[src/rtl/spu_write_arbiter_pkg.sv]
// Shared types and constants for the SPU i_next write arbiter.
package spu_write_arbiter_pkg;

    typedef enum logic [1:0] {
        ARB_IDLE  = 2'b01,
        ARB_ISSUE = 2'b10
    } arb_state_t;

    localparam int STALL_CNT_W = 16;

    // Width of an index into n requesters (at least 1 bit).
    function automatic int clog2(input int n);
        int r;
        r = 1;
        for (int k = 1; k < 32; k++) begin
            if ((1 << k) < n) begin
                r = k + 1;
            end
        end
        return r;
    endfunction

endpackage

[src/rtl/spu_write_arbiter_rr_pick.sv]
// Combinational round-robin picker: first valid index after last_grant, wrapping.
module spu_write_arbiter_rr_pick #(
    parameter int NUM_SPU = 4,
    parameter int PTRW    = 2
) (
    input  logic [NUM_SPU-1:0] valid,
    input  logic [PTRW-1:0]    last_grant,
    output logic [NUM_SPU-1:0] winner,
    output logic [PTRW-1:0]    win_idx,
    output logic               win_any
);

    // Scan farthest-to-nearest so the nearest valid index after last_grant wins.
    always_comb begin
        int idx_s;
        winner  = {NUM_SPU{1'b0}};
        win_idx = {PTRW{1'b0}};
        win_any = 1'b0;
        idx_s   = 0;
        for (int off = NUM_SPU; off >= 1; off--) begin
            idx_s = (int'(last_grant) + off) % NUM_SPU;
            if (valid[idx_s]) begin
                winner        = {NUM_SPU{1'b0}};
                winner[idx_s] = 1'b1;
                win_idx       = PTRW'(idx_s);
                win_any       = 1'b1;
            end else begin
                win_any = win_any;
            end
        end
    end

endmodule

[src/rtl/spu_write_arbiter.sv]
// Round-robin arbiter from NUM_SPU one-cycle write pulses onto one i_next write port.
// Optional stall counter enabled by defining SPU_WRITE_ARB_STATS_EN.
module spu_write_arbiter
    import spu_write_arbiter_pkg::*;
#(
    parameter int NUM_SPU  = 4,
    parameter int NUMWIDTH = 16,
    parameter int TAGBITS  = 1
) (
    input  logic                            clk,
    input  logic                            asyn_reset_n,
    input  logic [NUM_SPU-1:0]              req_write_i_next,
    input  logic [NUM_SPU*(NUMWIDTH+1)-1:0] i_next_data,
    input  logic [NUM_SPU*TAGBITS-1:0]      dst_tag,
    input  logic                            mem_ready,
    output logic                            mem_we,
    output logic [TAGBITS-1:0]              mem_addr,
    output logic [NUMWIDTH:0]               mem_wdata,
    output logic [NUM_SPU-1:0]              grant,
    output logic [NUM_SPU-1:0]              pending,
    output logic                            overflow
`ifdef SPU_WRITE_ARB_STATS_EN
    ,
    output logic [STALL_CNT_W-1:0]          stall_count
`endif
);

    localparam int PTRW = clog2(NUM_SPU);

    arb_state_t            state_r, state_nxt_s;
    logic [NUM_SPU-1:0]    slot_valid_r;
    logic [NUMWIDTH:0]     slot_data_r [NUM_SPU];
    logic [TAGBITS-1:0]    slot_tag_r  [NUM_SPU];
    logic [NUM_SPU-1:0]    grant_r;
    logic [PTRW-1:0]       grant_idx_r, last_grant_r;
    logic                  mem_we_r, overflow_r;
    logic [TAGBITS-1:0]    mem_addr_r;
    logic [NUMWIDTH:0]     mem_wdata_r;

    logic                  accept_s, load_win_s, overflow_hit_s;
    logic [NUM_SPU-1:0]    acc_mask_s, pick_valid_s, win_onehot_s;
    logic [PTRW-1:0]       pick_last_s, win_idx_s;
    logic                  win_any_s;

    // While issuing, the slot being accepted is excluded and the search starts after it.
    always_comb begin
        accept_s = (state_r == ARB_ISSUE) && mem_ready;
        if (accept_s) begin
            acc_mask_s = grant_r;
        end else begin
            acc_mask_s = {NUM_SPU{1'b0}};
        end
        if (state_r == ARB_ISSUE) begin
            pick_valid_s = slot_valid_r & ~grant_r;
            pick_last_s  = grant_idx_r;
        end else begin
            pick_valid_s = slot_valid_r;
            pick_last_s  = last_grant_r;
        end
        overflow_hit_s = |(req_write_i_next & slot_valid_r & ~acc_mask_s);
    end

    spu_write_arbiter_rr_pick #(
        .NUM_SPU (NUM_SPU),
        .PTRW    (PTRW)
    ) u_rr_pick (
        .valid      (pick_valid_s),
        .last_grant (pick_last_s),
        .winner     (win_onehot_s),
        .win_idx    (win_idx_s),
        .win_any    (win_any_s)
    );

    // Next-state and winner-load decision.
    always_comb begin
        state_nxt_s = state_r;
        load_win_s  = 1'b0;
        case (state_r)
            ARB_IDLE: begin
                if (win_any_s) begin
                    state_nxt_s = ARB_ISSUE;
                    load_win_s  = 1'b1;
                end else begin
                    state_nxt_s = ARB_IDLE;
                end
            end
            ARB_ISSUE: begin
                if (mem_ready && win_any_s) begin
                    load_win_s = 1'b1;
                end else if (mem_ready) begin
                    state_nxt_s = ARB_IDLE;
                end else begin
                    state_nxt_s = ARB_ISSUE;
                end
            end
            default: begin
                state_nxt_s = ARB_IDLE;
            end
        endcase
    end

    // FSM state, write-valid, round-robin pointer and sticky overflow.
    always_ff @(posedge clk or negedge asyn_reset_n) begin
        if (!asyn_reset_n) begin
            state_r      <= ARB_IDLE;
            mem_we_r     <= 1'b0;
            last_grant_r <= PTRW'(NUM_SPU - 1);
            overflow_r   <= 1'b0;
        end else begin
            state_r  <= state_nxt_s;
            mem_we_r <= (state_nxt_s == ARB_ISSUE);
            if (accept_s) begin
                last_grant_r <= grant_idx_r;
            end
            if (overflow_hit_s) begin
                overflow_r <= 1'b1;
            end
        end
    end

    // Write address/data/grant only move on a new winner or on the final acceptance.
    always_ff @(posedge clk or negedge asyn_reset_n) begin
        if (!asyn_reset_n) begin
            grant_r     <= {NUM_SPU{1'b0}};
            grant_idx_r <= {PTRW{1'b0}};
            mem_addr_r  <= {TAGBITS{1'b0}};
            mem_wdata_r <= {(NUMWIDTH+1){1'b0}};
        end else if (load_win_s) begin
            grant_r     <= win_onehot_s;
            grant_idx_r <= win_idx_s;
            mem_addr_r  <= slot_tag_r[win_idx_s];
            mem_wdata_r <= slot_data_r[win_idx_s];
        end else if (accept_s) begin
            grant_r <= {NUM_SPU{1'b0}};
        end
    end

    // Holding slots: a slot freed by acceptance this edge may be refilled on the same edge.
    always_ff @(posedge clk or negedge asyn_reset_n) begin
        if (!asyn_reset_n) begin
            slot_valid_r <= {NUM_SPU{1'b0}};
            for (int i = 0; i < NUM_SPU; i++) begin
                slot_data_r[i] <= {(NUMWIDTH+1){1'b0}};
                slot_tag_r[i]  <= {TAGBITS{1'b0}};
            end
        end else begin
            for (int i = 0; i < NUM_SPU; i++) begin
                if (req_write_i_next[i] && (!slot_valid_r[i] || acc_mask_s[i])) begin
                    slot_valid_r[i] <= 1'b1;
                    slot_data_r[i]  <= i_next_data[i*(NUMWIDTH+1) +: (NUMWIDTH+1)];
                    slot_tag_r[i]   <= dst_tag[i*TAGBITS +: TAGBITS];
                end else if (acc_mask_s[i]) begin
                    slot_valid_r[i] <= 1'b0;
                end
            end
        end
    end

`ifdef SPU_WRITE_ARB_STATS_EN
    logic [STALL_CNT_W-1:0] stall_count_r;

    // Saturating count of cycles where a write is offered but not taken.
    always_ff @(posedge clk or negedge asyn_reset_n) begin
        if (!asyn_reset_n) begin
            stall_count_r <= {STALL_CNT_W{1'b0}};
        end else if ((state_r == ARB_ISSUE) && !mem_ready && (stall_count_r != {STALL_CNT_W{1'b1}})) begin
            stall_count_r <= stall_count_r + {{(STALL_CNT_W-1){1'b0}}, 1'b1};
        end
    end

    assign stall_count = stall_count_r;
`endif

    assign mem_we    = mem_we_r;
    assign mem_addr  = mem_addr_r;
    assign mem_wdata = mem_wdata_r;
    assign grant     = grant_r;
    assign pending   = slot_valid_r;
    assign overflow  = overflow_r;

endmodule

[config.mk]
export PLATFORM = sky130hd
export DESIGN_NAME = spu_write_arbiter
export DESIGN_NICKNAME = d
export VERILOG_FILES = /design/src/rtl/spu_write_arbiter_pkg.sv /design/src/rtl/spu_write_arbiter_rr_pick.sv /design/src/rtl/spu_write_arbiter.sv
export SDC_FILE = /design/constraint.sdc
export NUM_CORES = 1
export LEC_CHECK = 0
export BUFFER_PORTS_ARGS = -buffer_cell sky130_fd_sc_hd__buf_4
export CAP_MARGIN = 20
export CORE_ASPECT_RATIO = 0.7
export CORE_MARGIN = 2
export CORE_UTILIZATION = 56
export DETAILED_ROUTE_END_ITERATION = 10
export GPL_TIMING_DRIVEN = 1
export HOLD_SLACK_MARGIN = 0.12
export PLACE_DENSITY_LB_ADDON = 0.25
export SYNTH_ARGS = -nofsm -noshare
export SYNTH_HDL_FRONTEND = slang
export SYNTH_SLANG_ARGS = --single-unit
[constraint.sdc]
create_clock -name clk -period 6 [get_ports clk]
set_input_delay 0.9 -clock clk [delete_from_list [all_inputs] [get_ports clk]]
set_output_delay 0.9 -clock clk [all_outputs]
set_load 0.02 [all_outputs]
==> impl_metrics.env <==
export IMPL_cts_sinks=108
export IMPL_critPathMaxFanout=37
export IMPL_grt_pass1_vias=3931
export IMPL_dr_pass1_iters=4
export IMPL_cts_hold_buf=0
export IMPL_detail_route_antenna_nets=0
export IMPL_worst_pin_slew_ps=1089
export IMPL_max_slew_margin_pct=27.40
export IMPL_leakage_uw=0.002884
export IMPL_grt_use_total_pct=26.15
export IMPL_required_ps=6180
export IMPL_wirelength_mm=12.76
export IMPL_finalCriticalPeriod_ps=4250
export IMPL_root_buffer="clkbuf_16"
export IMPL_synth_seq_cells=108
export IMPL_fp_dieH_um=85.03
export IMPL_insertion_delay_ps=350
export IMPL_grtUsageMet1_pct=39.98
export IMPL_worst_setup_path_end_kind="flop"
export IMPL_fin_tns_setup_ps=0
export IMPL_io_pins=107
export IMPL_yosys_warnings=0
export IMPL_fmax_mhz=235.3
export IMPL_setup_viol=0
export IMPL_synth_area_leaders="dfrtp_1 50%, mux2_2 12%, mux2i_1 5.0%"
export IMPL_clockBufferDepth=2
export IMPL_cp_start_kind="flop"
export IMPL_syn_to_final_growth_pct=21.72
export IMPL_place_congestion=0.8451
export IMPL_yosys_area_top_type_share_pct=50.02
export IMPL_status="finished, final reports clean"
export IMPL_postCtsSetupBuffers=0
export IMPL_slew_viol_final=0
export IMPL_worstSetupPathType="reg -> reg"
export IMPL_antenna_found_initial=0
export IMPL_drive_above_1_share_pct=36.65
export IMPL_placed_area_um2=6122
export IMPL_synthFlopType="dfrtp_1"
export IMPL_die_w_um=119.8
export IMPL_n_fill_cell=690
export IMPL_rsz0062_at_grt="false"
export IMPL_synth_edf_count=0
export IMPL_layout_common_cells="111 x buf_4, 105 x dfrtp_1, 58 x mux2_2, 58 x nand2_1, 30 x nor2_1"
export IMPL_synth_top_cell_by_area="dfrtp_1"
export IMPL_fin_crit_sh_pct=70.84
export IMPL_wl_per_cell_um=18.59
export IMPL_clk_pin_slew_ps=70
export IMPL_cts_made_buffers=9
export IMPL_route_vias_total=3919
export IMPL_cts_resized=0
export IMPL_finClkSkew_ps=7.071
export IMPL_grt_use_met3_pct=5.175
export IMPL_use_met2_pct=39.06
export IMPL_postLayoutCoreUtil_pct=70.48
export IMPL_final_common_cell="buf_4"
export IMPL_ys_seq_area_share_pct=51.52
export IMPL_cts_tree="built"
export IMPL_overflow=0
export IMPL_syn_inst=460
export IMPL_postSynthAreaPerCell_um2=11.42
export IMPL_hp_class="reg -> reg"
export IMPL_synthesis_nets=546
export IMPL_async_flop_share_pct=100.0
export IMPL_insertedDiodeCount=0
export IMPL_place_hpwl_mm=9.116
export IMPL_viasPerCell=5.713
export IMPL_start_util_pct=57.90
export IMPL_std_cell_rows=29
export IMPL_dieArea_um2=10180
export IMPL_ir_drop_v=0.0003375
export IMPL_power_density_nw_per_um2=575.2
export IMPL_io_buffers=106
export IMPL_ys_types=42
export IMPL_grt_busiest_layer="met1"
export IMPL_htree_num_levels=3
export IMPL_drc=0
export IMPL_design_area_um2=6394
export IMPL_coreArea_um2=9071
export IMPL_arrival_ps=4430
export IMPL_drtIter0Drc=230
export IMPL_grt_start_max_net_pins=65
export IMPL_grt_pass1_wl_mm=20.54
export IMPL_nets=643
export IMPL_max_cap_violations=0
export IMPL_netlist_area_um2=5253
export IMPL_hold_viol=0
routing by layer:
metal  part of all wire (%)  vias up  wire, um
li1                       -     1823         -
met1                     49     1961      6195
met2                     45      125      5757
met3                    5.4       10       684
met4                   0.92        0       117
met5                      0        -         0
logic make-up after synthesis:
group	share of synthesized area [%]
AND/OR/NAND/NOR	9.743
flip-flops	51.52
AO/OA/AOI/OAI	13.63
multiplexers	19.37
buffers and inverters	4.073
adder cells (fa/ha/maj)	1.667
Yosys cell counts, types with 8 or more instances:
master	n
mux2i_1	26
mux2_2	58
a211oi_2	11
a21oi_1	15
o221a_1	18
nor2_1	30
nand2_1	58
a211oi_1	8
dfrtp_1	105
o21ai_0	22
clkbuf_1	18
inv_1	22
path summary, 6_finish.rpt:
path | start | endpoint | slack (ps) | cells past startpoint
max | state_r[0] | mem_wdata[10] | 1750 | 10
min in group asynchronous | asyn_reset_n | slot_data_r[65] | 540 | 1
min | last_grant_r[1] | last_grant_r[1] | 460 | 2
max reg2reg | state_r[0] | mem_wdata[10] | 1750 | 10
max in group asynchronous | asyn_reset_n | mem_wdata[1] | 4240 | 2
min reg2reg | last_grant_r[1] | last_grant_r[1] | 460 | 2
final cells by class:
cell class	instances	area [um^2]	share of cell area [%]
multi-input combinational	304	2338	36.58
timing repair buffer	111	833.3	13.03
sequential	108	2706	42.33
inverter	23	88.84	1.389
tap	124	155.1	2.427
clock buffer	13	250.2	3.914
clock inverter	3	21.27	0.3327
registers in the layout, summed over array words and instances, names as in the netlist, 2 cells and up:
register	count
slot_tag_r	4
grant	4
mem_wdata	17
grant_idx_r	3
slot_data_r	68
pending	4
state_r	2
last_grant_r	3
critical path: stages (launching register included):
cell	delay, ps
dfstp_2	550
inv_1	60
ha_1	270
mux2_2	390
ha_1	370
inv_1	140
mux2i_2	360
a211o_1	570
o21a_2	910
mux2i_1	340
a211oi_2	110
where the power goes:
| group | leakage (uW) | internal, uW | switching [uW] |
|---|---|---|---|
| Clock | 0.000130 | 294 | 257 |
| Sequential | 0.00126 | 1100 | 201 |
| Combinational | 0.00149 | 795 | 1030 |
| Total | 0.00288 | 2190 | 1490 |
through the flow:
step           cells  power (uW)  hold WS (ps)  setup slack, ps
2_1_floorplan    460        2626         437.5             2813
3_3_place_gp     670        3057         445.9             1947
3_5_place_dp     670        3132         454.9             1780
4_1_cts          686        3689         464.5             1741
5_1_grt          686        3920         492.6             1471
6_report         686        3677         462.2             1750
Note: power is estimated with default switching activity, not from simulation.
